`src/rtl/mips_pkg.sv`:
```
// Shared constants and types for the MIPS pipeline register file.
package mips_pkg;

    localparam int unsigned INST_SZ     = 32;
    localparam int unsigned REG_ADDR_SZ = 5;
    localparam int unsigned NUM_REGS    = 32;

    localparam logic [4:0] REG_ZERO = 5'd0;

    // Debug-dump engine states
    typedef enum logic [1:0] {
        IDLE = 2'd0,
        DUMP = 2'd1,
        DONE = 2'd2
    } dump_state_t;

endpackage

```
`src/rtl/reg_read_port.sv`:
```
// One combinational read port: $zero check plus write-through bypass.
module reg_read_port #(
    parameter int unsigned INST_SZ     = 32,
    parameter int unsigned REG_ADDR_SZ = 5
) (
    input  logic [REG_ADDR_SZ-1:0] addr,
    input  logic                   we,
    input  logic [REG_ADDR_SZ-1:0] write_addr,
    input  logic [INST_SZ-1:0]     write_data,
    input  logic [INST_SZ-1:0]     array_data,
    output logic [INST_SZ-1:0]     data_c
);

    import mips_pkg::*;

    // $zero wins, then the in-flight WB write, then the stored value
    always_comb begin
        data_c = array_data;
        if (addr == REG_ADDR_SZ'(REG_ZERO)) begin
            data_c = '0;
        end else if (we && (addr == write_addr)) begin
            data_c = write_data;
        end
    end

endmodule

```
`src/rtl/register_file.sv`:
```
// 32 x 32 MIPS register file with bypassed reads and a serial debug dump.
module register_file #(
    parameter int unsigned INST_SZ     = 32,
    parameter int unsigned REG_ADDR_SZ = 5,
    parameter int unsigned NUM_REGS    = 32
) (
    input  logic                   i_clk,
    input  logic                   i_reset,
    input  logic                   i_enable,
    input  logic                   i_reg_write_W,
    input  logic [REG_ADDR_SZ-1:0] i_write_register_W,
    input  logic [INST_SZ-1:0]     i_write_data_W,
    input  logic [REG_ADDR_SZ-1:0] i_read_register_1,
    input  logic [REG_ADDR_SZ-1:0] i_read_register_2,
    output logic [INST_SZ-1:0]     o_read_data_1,
    output logic [INST_SZ-1:0]     o_read_data_2,
    input  logic                   i_dbg_dump,
    output logic                   o_dbg_valid,
    output logic [REG_ADDR_SZ-1:0] o_dbg_index,
    output logic [INST_SZ-1:0]     o_dbg_data,
    output logic                   o_dbg_done
);

    import mips_pkg::*;

    localparam logic [REG_ADDR_SZ-1:0] LAST_IDX = REG_ADDR_SZ'(NUM_REGS - 1);

    logic [INST_SZ-1:0]     regs [NUM_REGS];
    logic                   we;
    dump_state_t            state;
    logic [REG_ADDR_SZ-1:0] idx;

    assign we = i_reg_write_W & i_enable &
                (i_write_register_W != REG_ADDR_SZ'(REG_ZERO));

    // Storage array; register 0 is never written because we excludes it
    always_ff @(posedge i_clk) begin
        if (i_reset) begin
            for (int i = 0; i < int'(NUM_REGS); i++) begin
                regs[i] <= '0;
            end
        end else if (we) begin
            regs[i_write_register_W] <= i_write_data_W;
        end
    end

    // Dump engine: one word per cycle from the array (pre-write contents), then a done pulse
    always_ff @(posedge i_clk) begin
        if (i_reset) begin
            state       <= IDLE;
            idx         <= '0;
            o_dbg_valid <= 1'b0;
            o_dbg_index <= '0;
            o_dbg_data  <= '0;
            o_dbg_done  <= 1'b0;
        end else begin
            case (state)
                IDLE: begin
                    o_dbg_valid <= 1'b0;
                    o_dbg_done  <= 1'b0;
                    if (i_dbg_dump) begin
                        idx   <= '0;
                        state <= DUMP;
                    end
                end
                DUMP: begin
                    o_dbg_valid <= 1'b1;
                    o_dbg_index <= idx;
                    o_dbg_data  <= regs[idx];
                    idx         <= idx + REG_ADDR_SZ'(1);
                    if (idx == LAST_IDX) begin
                        state <= DONE;
                    end
                end
                DONE: begin
                    o_dbg_valid <= 1'b0;
                    if (!o_dbg_done) begin
                        o_dbg_done <= 1'b1;
                    end else begin
                        o_dbg_done <= 1'b0;
                        state      <= IDLE;
                    end
                end
                default: begin
                    o_dbg_valid <= 1'b0;
                    o_dbg_done  <= 1'b0;
                    state       <= IDLE;
                end
            endcase
        end
    end

    reg_read_port #(
        .INST_SZ    (INST_SZ),
        .REG_ADDR_SZ(REG_ADDR_SZ)
    ) u_port_1 (
        .addr      (i_read_register_1),
        .we        (we),
        .write_addr(i_write_register_W),
        .write_data(i_write_data_W),
        .array_data(regs[i_read_register_1]),
        .data_c    (o_read_data_1)
    );

    reg_read_port #(
        .INST_SZ    (INST_SZ),
        .REG_ADDR_SZ(REG_ADDR_SZ)
    ) u_port_2 (
        .addr      (i_read_register_2),
        .we        (we),
        .write_addr(i_write_register_W),
        .write_data(i_write_data_W),
        .array_data(regs[i_read_register_2]),
        .data_c    (o_read_data_2)
    );

endmodule

```
`config.mk`:
```
export PLATFORM = sky130hd
export DESIGN_NAME = register_file
export DESIGN_NICKNAME = d
export VERILOG_FILES = /design/src/rtl/mips_pkg.sv /design/src/rtl/reg_read_port.sv /design/src/rtl/register_file.sv
export SDC_FILE = /design/constraint.sdc
export NUM_CORES = 2
export LEC_CHECK = 0
export BUFFER_PORTS_ARGS = -buffer_cell sky130_fd_sc_hd__buf_2
export CAP_MARGIN = 20
export CELL_PAD_IN_SITES_DETAIL_PLACEMENT = 0
export CELL_PAD_IN_SITES_GLOBAL_PLACEMENT = 2
export CORE_MARGIN = 2
export CORE_UTILIZATION = 25
export DETAILED_ROUTE_END_ITERATION = 12
export PLACE_DENSITY = 0.55
export SYNTH_ARGS = -nofsm -noshare
export SYNTH_HDL_FRONTEND = slang
export SYNTH_SLANG_ARGS = --single-unit
```
`constraint.sdc`:
```
create_clock -name i_clk -period 3.5 [get_ports i_clk]
set_clock_uncertainty 0.05 [all_clocks]
set_input_delay 0.7 -clock i_clk [delete_from_list [all_inputs] [get_ports i_clk]]
set_output_delay 0.7 -clock i_clk [all_outputs]
set_load 0.03 [all_outputs]
```
==> results.cfg <==
[run_status]
status = complete, but fails checks
failed_checks = negative setup slack

[detailed_routing]
avgViaCountPerCell = 5.715
drc_errors = 0
drtIter0Drc = 7407
wirelength_mm = 378.4
vias = 53450
ant_nets = 0
first_pass_iters = 6
wl_per_cell_um = 40.46

[timing]
setup_violations = 42
slew_headroom = 0.2989
fin_crit_ns = 3.713
rsz0062_at_grt = yes
max_clock_freq_mhz = 269.3
hold_viol_final = 0
finalCritPeriodShare = 1.061
worst_pin_slew_ns = 1.044
slew_violations = 0
fin_ws_ns = -0.2133
hold_ws_ns = 0.1611

[pwr]
vdd_drop_max_v = 0.0003266
clock_power_share = 0.383
switchingPower_mw = 10.78
leakage_nw = 30.53
power_density_nw_per_um2 = 424.3
p_sw_frac = 0.2937
sequentialPowerShare = 0.417
comb_power_share = 0.200
internal_power_mw = 25.92

[floorplanning]
start_util = 0.2516
core_um2 = 262700
ios = 155
die_area_um2 = 268600
die_h_um = 518.2
die_w_um = 518.2
row_count = 188

[layout]
area_growth_pct = 30.83
drive_gt1_frac = 0.3939
layout_common_cells = edfxtp_1, and2_1, buf_4
final_common_cell = edfxtp_1
nets = 5748
n_fill_cell = 25870

[logic_synthesis]
synthArstFlopShare = 0
ys_seq_elements = 1070
syn-mean-instance-area_um2 = 13.26
synth-edff-count = 1024
ys_seq_area_frac = 0.4790
synthCells = 4986
synthDistinctLibCells = 69
synth_flop_cell = edfxtp_1
synth_area_um2 = 66110
yosysWarnings = 0

[run]
maxCapViolCount = 0

[cts]
cts_tree = done
cts_buffer_depth = 3
clkSinkCount = 1070
path_clk_slew_ns = 0.06
insertion_delay_ns = 0.84
cts_buffers = 137
root_buffer = clkbuf_16
h-tree-depth = 4

[placed_design]
dp_hpwl_mm = 245.0
post-place-ws_ns = -0.9149
io_buffer_count = 154
place_congestion = 0.9129

[worst_setup_path]
required_ns = 2.75
crit_type = reg2out
crit_path_max_fanout = 3
cp-start-kind = flip-flop
arrival_ns = 2.96
endpoint_kind = primary output

[grt]
antenna_found_initial = 47
grt_pass1_vias = 51080
grt_max_degree = 68
grt_pass1_wl_mm = 495.6
grt_usage = 0.2734
gr-total-overflow = 0

[min_path]
hp-class = in2reg
-- logic make-up after synthesis --
logic type	Yosys count	share of synthesized area
DFF	1070	0.4790
other	1	0.00005672
AOI/OAI and AO/OA	729	0.07706
and+or+nand+nor	1589	0.1375
adders and majority gates	2	0.0003784
xor gates and xnor gates	10	0.001325
muxes	1031	0.2591
buffers and inverters	554	0.04555
-- critical path, stage by stage, from the launching register on --
cell and delay [ns]:
edfxtp_1 0.43, mux4_2 0.49, nor2_1 0.11, nor4_1 0.06, o211ai_1 0.54, o21ai_2 0.28
buf_6 0.22
-- area by class of cell --
type / count / area, um2 / area share
antenna: 39 / 97.59 / 0.001128
clock buffer: 179 / 3731 / 0.04314
clock inverter: 65 / 524.3 / 0.006061
inverter: 15 / 58.81 / 0.0006799
multi-input combinational: 3393 / 33920 / 0.3922
sequential: 1070 / 31680 / 0.3663
tap: 3515 / 4398 / 0.05085
timing repair buffer: 1077 / 12080 / 0.1397
-- registers in the layout (all words and copies together), names as in the netlist --
name and count:
o_dbg_index 5, idx 5, o_dbg_done 1, state 2, o_dbg_valid 1, o_dbg_data 32, regs 1024
-- path summary, 6_finish.rpt --
check            startpoint                 to  slack, ns  cells after the start
max reg2reg          idx[4]      o_dbg_data[0]       0.53                      7
min reg2reg  o_dbg_index[0]     o_dbg_index[0]       0.40                      2
max            regs[11][13]  o_read_data_1[13]      -0.21                      6
min              i_dbg_dump           state[0]       0.16                      3
-- routing by layer --
metal / GRT usage / part of all wire / vias up
met2: 0.4337 / 0.46 / 3558
met3: 0.05106 / 0.088 / 727
met4: 0.1364 / 0.055 / 2
li1: - / - / 20880
met5: 0 / 0.000032 / -
met1: 0.3566 / 0.40 / 28290
-- what timing repair did --
| action | in CTS | in global routing |
|---|---|---|
| resized for setup | 422 | 256 |
| endpoints found under the setup margin | 64 | 63 |
| pin swaps | 106 | 134 |
| cloned | 16 | 6 |
| buffers inserted | 91 | 112 |
| hold buffers | 0 | 0 |
-- stage by stage --
| stage | util | std cells | TNS [ns] | cell area, um2 | power, mW |
|---|---|---|---|---|---|
| 2_1_floorplan | - | 5017 | 0 | 66230 | 18.65 |
| 3_3_place_gp | 0.2930 | 8882 | -21.41 | 76970 | 21.84 |
| 3_5_place_dp | 0.2930 | 8882 | -20.73 | 76970 | 21.86 |
| 4_1_cts | 0.3204 | 9216 | -3.430 | 84180 | 36.37 |
| 5_1_grt | 0.3289 | 9321 | -4.504 | 86420 | 37.46 |
| 6_report | 0.3292 | 9353 | -3.460 | 86500 | 36.70 |
-- power by group through the flow --
stage	combinational (mW)	clock, mW	sequential, mW
final	7.32	14.1	15.3
after global routing	7.47	14.6	15.4
after CTS	6.90	14.2	15.3
after detailed placement	6.31	0	15.5
after global placement	6.31	0	15.5
after floorplan	3.32	0	15.3
-- cell usage after synthesis (42+ instances only) --
cell type	n	share of area
a211oi_1	58	0.0066
a22oi_1	126	0.014
mux2_2	113	0.019
buf_2	104	0.0079
edfxtp_1	1024	0.47
and2_1	997	0.094
nor2b_1	52	0.0049
buf_4	56	0.0064
o21ai_0	102	0.0077
o22ai_1	93	0.0088
clkbuf_1	304	0.017
mux4_2	516	0.18
nor4_1	42	0.0040
nand2_1	142	0.0081
a21oi_1	85	0.0064
mux2i_1	389	0.059
nor2_1	179	0.010
a221oi_1	88	0.012
dfxtp_1	46	0.014
nor3_1	69	0.0052
Note: power is estimated with default switching activity, not from simulation.
